### src/rtl/calc3_shift_pkg.sv
// Shared definitions for the shifter execution stage: widths, command/response codes, pipeline payloads.
package calc3_shift_pkg;

    localparam int unsigned DATA_W  = 32;
    localparam int unsigned TAG_W   = 4;
    localparam int unsigned CMD_W   = 4;
    localparam int unsigned RESP_W  = 2;
    localparam int unsigned REG_W   = 4;
    localparam int unsigned FB_W    = 5;
    localparam int unsigned SHAMT_W = 5;

    localparam logic [CMD_W-1:0] CMD_IDLE  = 4'b0000;
    localparam logic [CMD_W-1:0] CMD_SHL   = 4'b0101;
    localparam logic [CMD_W-1:0] CMD_SHR   = 4'b0110;
    localparam logic [CMD_W-1:0] CMD_STORE = 4'b1001;
    localparam logic [CMD_W-1:0] CMD_FETCH = 4'b1010;

    localparam logic [RESP_W-1:0] RESP_OK  = 2'b01;
    localparam logic [RESP_W-1:0] RESP_ERR = 2'b10;

    // Operands captured in E1
    typedef struct packed {
        logic [CMD_W-1:0]  cmd;
        logic [TAG_W-1:0]  tag;
        logic              wb_en;
        logic [REG_W-1:0]  wb_adr;
        logic [FB_W-1:0]   fb;
        logic              v1;
        logic              v2;
        logic              sdv;
        logic [DATA_W-1:0] d1;
        logic [DATA_W-1:0] d2;
    } e1_entry_t;

    // Response held in E2
    typedef struct packed {
        logic [RESP_W-1:0] resp;
        logic [DATA_W-1:0] data;
        logic [TAG_W-1:0]  tag;
        logic [FB_W-1:0]   fb;
        logic              wb;
        logic [REG_W-1:0]  wb_adr;
    } e2_entry_t;

endpackage

### src/rtl/shift_barrel32.sv
// Combinational 32-bit logical shifter; zero fill in both directions.
module shift_barrel32
    import calc3_shift_pkg::*;
(
    input  logic [DATA_W-1:0]  data,
    input  logic [SHAMT_W-1:0] amount,
    input  logic               dir_right,
    output logic [DATA_W-1:0]  result
);

    always_comb begin
        result = dir_right ? (data >> amount) : (data << amount);
    end

endmodule

### src/rtl/shift_exec_stage.sv
// Two-stage shifter execution: E1 captures the issued command, E2 computes and holds the
// tagged response until downstream accepts it, strobing the register writeback on acceptance.
module shift_exec_stage
    import calc3_shift_pkg::*;
(
    input  logic        c_clk,
    input  logic        reset,
    input  logic [0:3]  shift_out_cmd,
    input  logic [0:3]  shift_tag,
    input  logic [0:4]  shift_result_reg,
    input  logic [0:4]  shift_follow_branch,
    input  logic        shift_read_valid1,
    input  logic        shift_read_valid2,
    input  logic [0:31] shift_read_data1,
    input  logic [0:31] shift_read_data2,
    input  logic [0:63] store_val,
    input  logic        store_data_valid,
    input  logic        shift_out_rdy,
    output logic        shift_busy,
    output logic        shift_out_vld,
    output logic [0:1]  shift_out_resp,
    output logic [0:31] shift_out_data,
    output logic [0:3]  shift_out_tag,
    output logic [0:4]  shift_out_follow_branch,
    output logic        shift_wr_en,
    output logic [0:3]  shift_wr_adr,
    output logic [0:31] shift_wr_data,
    output logic        shift_drop_err
);

    e1_entry_t         in_entry, e1_q;
    e2_entry_t         e2_d, e2_q;
    logic              e1_vld, e2_vld;
    logic              accept, advance, drain, cmd_present;
    logic [DATA_W-1:0] shifted;
    logic              ok;
    logic [DATA_W-1:0] res;
    logic              unused_store_hi;

    // Upper store word carries nothing for this stage
    assign unused_store_hi = ^store_val[0:31];

    assign cmd_present = (CMD_W'(shift_out_cmd) != CMD_IDLE);
    assign shift_busy  = e1_vld & e2_vld & ~shift_out_rdy;
    assign drain       = e2_vld & shift_out_rdy;
    assign advance     = e1_vld & (~e2_vld | shift_out_rdy);
    assign accept      = cmd_present & ~shift_busy;

    // Store commands take their second operand from the low store word
    always_comb begin
        in_entry        = '0;
        in_entry.cmd    = shift_out_cmd;
        in_entry.tag    = shift_tag;
        in_entry.wb_en  = shift_result_reg[0];
        in_entry.wb_adr = shift_result_reg[1:4];
        in_entry.fb     = shift_follow_branch;
        in_entry.v1     = shift_read_valid1;
        in_entry.v2     = shift_read_valid2;
        in_entry.sdv    = store_data_valid;
        in_entry.d1     = shift_read_data1;
        in_entry.d2     = (CMD_W'(shift_out_cmd) == CMD_STORE) ? store_val[32:63] : shift_read_data2;
    end

    shift_barrel32 u_barrel (
        .data      (e1_q.d1),
        .amount    (e1_q.d2[SHAMT_W-1:0]),
        .dir_right (e1_q.cmd == CMD_SHR),
        .result    (shifted)
    );

    // E2 result; any failed operand check forces data to zero and suppresses writeback
    always_comb begin
        ok   = 1'b0;
        res  = '0;
        e2_d = '0;
        case (e1_q.cmd)
            CMD_SHL, CMD_SHR: begin
                ok  = e1_q.v1 & e1_q.v2;
                res = shifted;
            end
            CMD_STORE: begin
                ok  = e1_q.sdv;
                res = e1_q.d2;
            end
            CMD_FETCH: begin
                ok  = e1_q.v1;
                res = e1_q.d1;
            end
            default: ;
        endcase
        e2_d.resp   = ok ? RESP_OK : RESP_ERR;
        e2_d.data   = ok ? res : '0;
        e2_d.tag    = e1_q.tag;
        e2_d.fb     = e1_q.fb;
        e2_d.wb     = ok & (e1_q.cmd != CMD_FETCH) & e1_q.wb_en;
        e2_d.wb_adr = e1_q.wb_adr;
    end

    always_ff @(negedge c_clk or negedge reset) begin
        if (!reset) begin
            e1_vld <= 1'b0;
            e1_q   <= '0;
        end else if (accept) begin
            e1_vld <= 1'b1;
            e1_q   <= in_entry;
        end else if (advance) begin
            e1_vld <= 1'b0;
        end
    end

    // E2 reloads in the same edge it drains, so back-to-back responses see no bubble
    always_ff @(negedge c_clk or negedge reset) begin
        if (!reset) begin
            e2_vld <= 1'b0;
            e2_q   <= '0;
        end else if (advance) begin
            e2_vld <= 1'b1;
            e2_q   <= e2_d;
        end else if (drain) begin
            e2_vld <= 1'b0;
        end
    end

    always_ff @(negedge c_clk or negedge reset) begin
        if (!reset) begin
            shift_drop_err <= 1'b0;
        end else begin
            shift_drop_err <= cmd_present & shift_busy;
        end
    end

    assign shift_out_vld           = e2_vld;
    assign shift_out_resp          = e2_q.resp;
    assign shift_out_data          = e2_q.data;
    assign shift_out_tag           = e2_q.tag;
    assign shift_out_follow_branch = e2_q.fb;
    assign shift_wr_en             = e2_vld & shift_out_rdy & e2_q.wb;
    assign shift_wr_adr            = e2_q.wb_adr;
    assign shift_wr_data           = e2_q.data;

endmodule

### config.mk
export PLATFORM = sky130hd
export DESIGN_NAME = shift_exec_stage
export DESIGN_NICKNAME = d
export VERILOG_FILES = /design/src/rtl/calc3_shift_pkg.sv /design/src/rtl/shift_barrel32.sv /design/src/rtl/shift_exec_stage.sv
export SDC_FILE = /design/constraint.sdc
export NUM_CORES = 1
export LEC_CHECK = 0
export CAP_MARGIN = 20
export CELL_PAD_IN_SITES_DETAIL_PLACEMENT = 1
export CELL_PAD_IN_SITES_GLOBAL_PLACEMENT = 2
export CORE_MARGIN = 2
export CORE_UTILIZATION = 29
export DETAILED_ROUTE_END_ITERATION = 7
export MAX_ROUTING_LAYER = met4
export PLACE_DENSITY_LB_ADDON = 0.1
export SETUP_SLACK_MARGIN = 0.4
export SLEW_MARGIN = 20
export SYNTH_ARGS = -nofsm -noshare
export SYNTH_HDL_FRONTEND = slang
export SYNTH_SLANG_ARGS = --single-unit
### constraint.sdc
create_clock -name c_clk -period 2.3 [get_ports c_clk]
set_clock_uncertainty 0.2 [all_clocks]
set_input_delay 0.69 -clock c_clk [delete_from_list [all_inputs] [get_ports c_clk]]
set_output_delay 0.69 -clock c_clk [all_outputs]
set_load 0.02 [all_outputs]
Word level (Yosys, flattened, before mapping)
Index checks and enable logic that the tools add are counted.
{ "word_totals": {"out_inout_bits": 83, "ff_bits": 136} }
{ "classes": {"n_shift": 2, "n_reduce_logical": 4, "n_bitwise": 14, "mux": 10, "eq_ne": 6} }
{ "ops": {"columns": ["cell", "n"], "rows": [
  ["$mux 32", 3],
  ["$pmux 32 s3", 1],
  ["$shl 32x5->32", 1],
  ["$shr 32x5->32", 1],
  ["$eq 4x4->1 const B", 3],
  ["$and 1x1->1", 10],
  ["$eq 4x3->1 const B", 2],
  ["$mux 1", 4],
  ["$ne 4x4->1 const B", 1],
  ["$reduce_bool 2->1", 2],
  ["$reduce_bool 4->1", 1],
  ["$not 1->1", 3],
  ["$pmux 1 s3", 1],
  ["$mux 2", 1],
  ["$reduce_or 2->1", 1],
  ["$or 1x1->1", 1]
]} }

Logic depth before layout (Yosys ltp)
Gate-level depths: netlist (run 1).
{ "logic_depth": {"word_depth": 5, "ltp_mapped": 9, "mapped_depth_nobuf": 5} }

Cells and area by module
Synthesis (run 1) repeated with hierarchy kept, for this count alone.
{ "hier_totals": {"hier_cells": 1182, "hier_area_um2": 10385.0} }
{ "modules_own_cells": {"columns": ["mod", "seq_area_each_um2", "area_each_um2", "n_inst", "cells_per_inst"], "rows": [
  ["shift_exec_stage", 3403.3, 6595.1, 1, 685],
  ["shift_barrel32", 0.0, 3789.9, 1, 497]
]} }

==> results of run 1 <==
## power by group through the flow
stage	sequential (mW)	clock (mW)	combinational (mW)
2_1_floorplan	2.87	0	2.58
3_3_place_gp	2.99	0	5.03
3_5_place_dp	3.00	0	5.06
4_1_cts	2.98	3.00	5.27
5_1_grt	3.02	3.08	5.73
6_report	2.98	2.93	5.48
## routing by layer
layer	up-vias	part of all wire, %	track usage (%)
li1	4952	-	-
met1	5702	45	40.4
met2	364	47	45.1
met3	48	5.5	4.01
met4	0	2.0	7.13
met5	-	0	-
## state kept, by name, summed over array words and instances, names as in the netlist, 2 cells and up
name / cells
e1_q: 85
shift_out_data: 32
shift_out_follow_branch: 5
shift_out_resp: 2
shift_out_tag: 4
shift_wr_adr: 4
## metrics by stage
stage	hold WS (ps)	instance area [um^2]
finish	223	17300
detailed placement	222	15500
global placement	214	15500
global route	241	17300
floorplan	202	11400
CTS	225	16800
## kinds of logic (layout without fill, tap and decap cells)
group | after synthesis | in the layout | synth area share [%]
flip-flops | 136 | 136 | 31.5
XOR/XNOR | 1 | 1 | 0.0810
buffers and inverters | 202 | 662 | 10.7
AO/OA/AOI/OAI | 233 | 233 | 14.7
AND/OR/NAND/NOR | 311 | 311 | 13.2
multiplexers | 222 | 222 | 29.8
## synthesized netlist by cell type (all sizes together), types with 8 or more instances
library cell  instances  area share, %
nor2b                10           0.58
mux2i                85            7.9
a221oi                8           0.65
a21oi                58            2.7
mux4                 71             15
o21ai                37            1.7
a22o                  9           0.73
mux2                 66            6.9
nand2b                9           0.52
nor3                 27            1.3
clkbuf               73            2.5
nor2                 84            2.9
dfrtn               136             31
o22ai                16           0.93
a22oi                22            1.5
a31oi                11           0.64
buf                 122            7.9
a221o                 8           0.74
nand3                25            1.2
nand2               121            4.2
## critical path: stages, from the launching register on
cell	delay, ps
dfrtn_1	450
nor2b_4	190
nand2_2	90
inv_2	60
buf_6	100
## worst min-delay path by stage
stage	cells past startpoint	endpoint	from
after detailed placement	2	shift_out_follow_branch[0]$_DFFE_NN0P_	e1_q[71]$_DFFE_NN0P_
after floorplan	2	shift_out_follow_branch[1]$_DFFE_NN0P_	e1_q[70]$_DFFE_NN0P_
after global placement	2	shift_out_follow_branch[0]$_DFFE_NN0P_	e1_q[71]$_DFFE_NN0P_
after global routing	2	shift_out_follow_branch[1]$_DFFE_NN0P_	e1_q[70]$_DFFE_NN0P_
after CTS	2	shift_out_follow_branch[0]$_DFFE_NN0P_	e1_q[71]$_DFFE_NN0P_
final	2	shift_out_tag[0]$_DFFE_NN0P_	e1_q[80]$_DFFE_NN0P_
## layout by cell type, fill, tap and decap left out, types with 5 or more instances in the layout
cell               n
a221o_1            8
buf_4            356
buf_8              5
o31ai_1            5
a22oi_1           19
o211ai_1           6
a21oi_1           53
o21ai_0           25
and2_1             5
a32oi_1            5
clkdlybuf4s50_1  113
a22o_1             9
o21ai_1            7
a31oi_1            8
buf_6            109
buf_16             5
nor2_1            78
clkbuf_16         18
o22ai_1           14
nor2b_1            9
nand3_1           23
inv_1              5
dfrtn_1          136
nor3_1            21
inv_6              6
mux2_2            65
mux4_1             7
mux4_2            64
nand2_1          115
nand2b_1           8
buf_12            30
o2bb2ai_1          5
mux2i_1           82
## area by class of cell
type	count	share of cell area [%]
multi-input combinational	767	38.9
timing repair buffer	623	34.4
sequential	136	19.7
tap	468	3.39
clock buffer	18	2.54
clock inverter	14	0.926
inverter	7	0.152
## repair_timing
item / in CTS / in global routing
setup buffers: 37 / 20
cloned: 6 / 1
pin swaps: 19 / 18
endpoints found under the setup margin: 219 / 219
gates resized for setup: 557 / 76
==> run_results.csv, run 1 <==
group,metric,value,unit
status,status,"complete, but fails checks",
status,violations,"setup timing",
cts,clkSinkCount,136,
route,wl,54.8,mm
synthesis,synth_nets,1257,
timing,tns,-157910,ps
floorplanning,die_x,197,um
worst_setup_path,crit_fanout,3,
worst_setup_path,cp.required,1410,ps
worst_setup_path,end_kind,"output pin",
cells_and_area,area_growth,60.0,%
timing,rsz0062_at_grt,"true",
placement,dp_hpwl,43.0,mm
placement,numPortBuffers,202,
synthesis,async_reset_ff_share,100,%
route,firstDrtPassIters,5,
pwr,swShare,38.1,%
synthesis,synth_area,0.0108,mm^2
synthesis,synth_cells,1105,
global_routing,antenna_found_initial,1,
timing,setup_viol,218,
pwr,powerDensity,659,mW/mm^2
synthesis,synth.distinct_cells,67,
cts,cts-root-buf,"clkbuf_16",
cells_and_area,multiInputGateArea,0.00673,mm^2
pwr,power.total,11.4,mW
global_routing,grt_pass1_vias,11400,
timing,finalHoldViolCount,0,
timing,tightest_slew,803,ps
pwr,pwr-share-seq,26.2,%
floorplanning,core,0.0367,mm^2
cts,cts-buffers-inserted,17,
synthesis,syn_area_per_cell,9.78,um^2
synthesis,yosys_warnings,0,
synthesis,ys.flop_type,"dfrtn_1",
route,drc,0,
pwr,p_int,7.05,mW
pwr,peakVddDrop,0.000593,V
worst_setup_path,startpoint_type,"flop",
cells_and_area,drive_gt1_share,47.4,%
worst_setup_path,r2r-start,"e1_q[0]$_DFFE_NN0P_",
route,dr.first_iter.drc_count,900,
worst_setup_path,rr_worst_depth,7,
cells_and_area,final_util,47.1,%
cts,clk_pin_slew,50,ps
timing,report.final.slew_viol_count,0,
cts,ctsHoldBuffers,0,
global_routing,grt_pass1_wl,79.5,mm
global_routing,overflow,0,
floorplanning,start_util,29.5,%
floorplanning,die-area,0.0388,mm^2
worst_setup_path,critPathKind,"flop to output pin",
pwr,power.net_switching,4.34,mW
global_routing,grtUsageTotal,29.2,%
global_routing,grt_max_degree,39,
cells_and_area,diodes,0,
worst_hold_path,hold_path.class,"flop to flop",
route,wire_per_inst,26.9,um
worst_setup_path,startpoint,"shift_out_vld$_DFFE_NN0P_",
cells_and_area,seq_area,0.00340,mm^2
synthesis,synth-edff-count,0,
synthesis,ys_seq_elements,136,
cts,htreeDepth,4,
worst_setup_path,worstPathArrival,2460,ps
cts,clk_latency,420,ps
cells_and_area,final_cells,2033,
worst_setup_path,worstReg2RegEnd,"shift_out_data[22]$_DFFE_NN0P_",
flow_run,max-cap-violations,0,
route,detail_route.vias_per_cell,5.44,
floorplanning,num_io_pins,235,
cells_and_area,fill_cells,4018,
pwr,clkPwrFrac,25.7,%
cts,cts_tree,"yes",
timing,slew-limit-headroom,46.3,%
synthesis,yosysSeqAreaShare,31.5,%
floorplanning,num_rows,70,
placement,place_congestion,0.930,
route,via_count,11100,
cells_and_area,fin_nets,1704,
pwr,combPwrFrac,48.1,%
placement,dp.cells,1937,
worst_setup_path,rrSetupSlack,-590,ps
pwr,leakage,7.49,nW
timing,setup_ws,-1050,ps
cts,cts.path.max_buffers,2,
placement,place_ws,-1730,ps
floorplanning,die_h,197,um
route,ant_nets,0,
worst_setup_path,crit_path_end,"shift_busy",
No activity file was read; power rests on OpenSTA's default activity.
==> inputs of run 2 (changes only) <==
--- a/config.mk
+++ b/config.mk
@@ -11,6 +11,7 @@
 export CORE_MARGIN = 2
 export CORE_UTILIZATION = 29
 export DETAILED_ROUTE_END_ITERATION = 7
+export HOLD_SLACK_MARGIN = 0.15
 export MAX_ROUTING_LAYER = met4
 export PLACE_DENSITY_LB_ADDON = 0.1
 export SETUP_SLACK_MARGIN = 0.4
==> results of run 2 <==
Same layout as run 1: the final DEF is identical, and so are final timing and power.
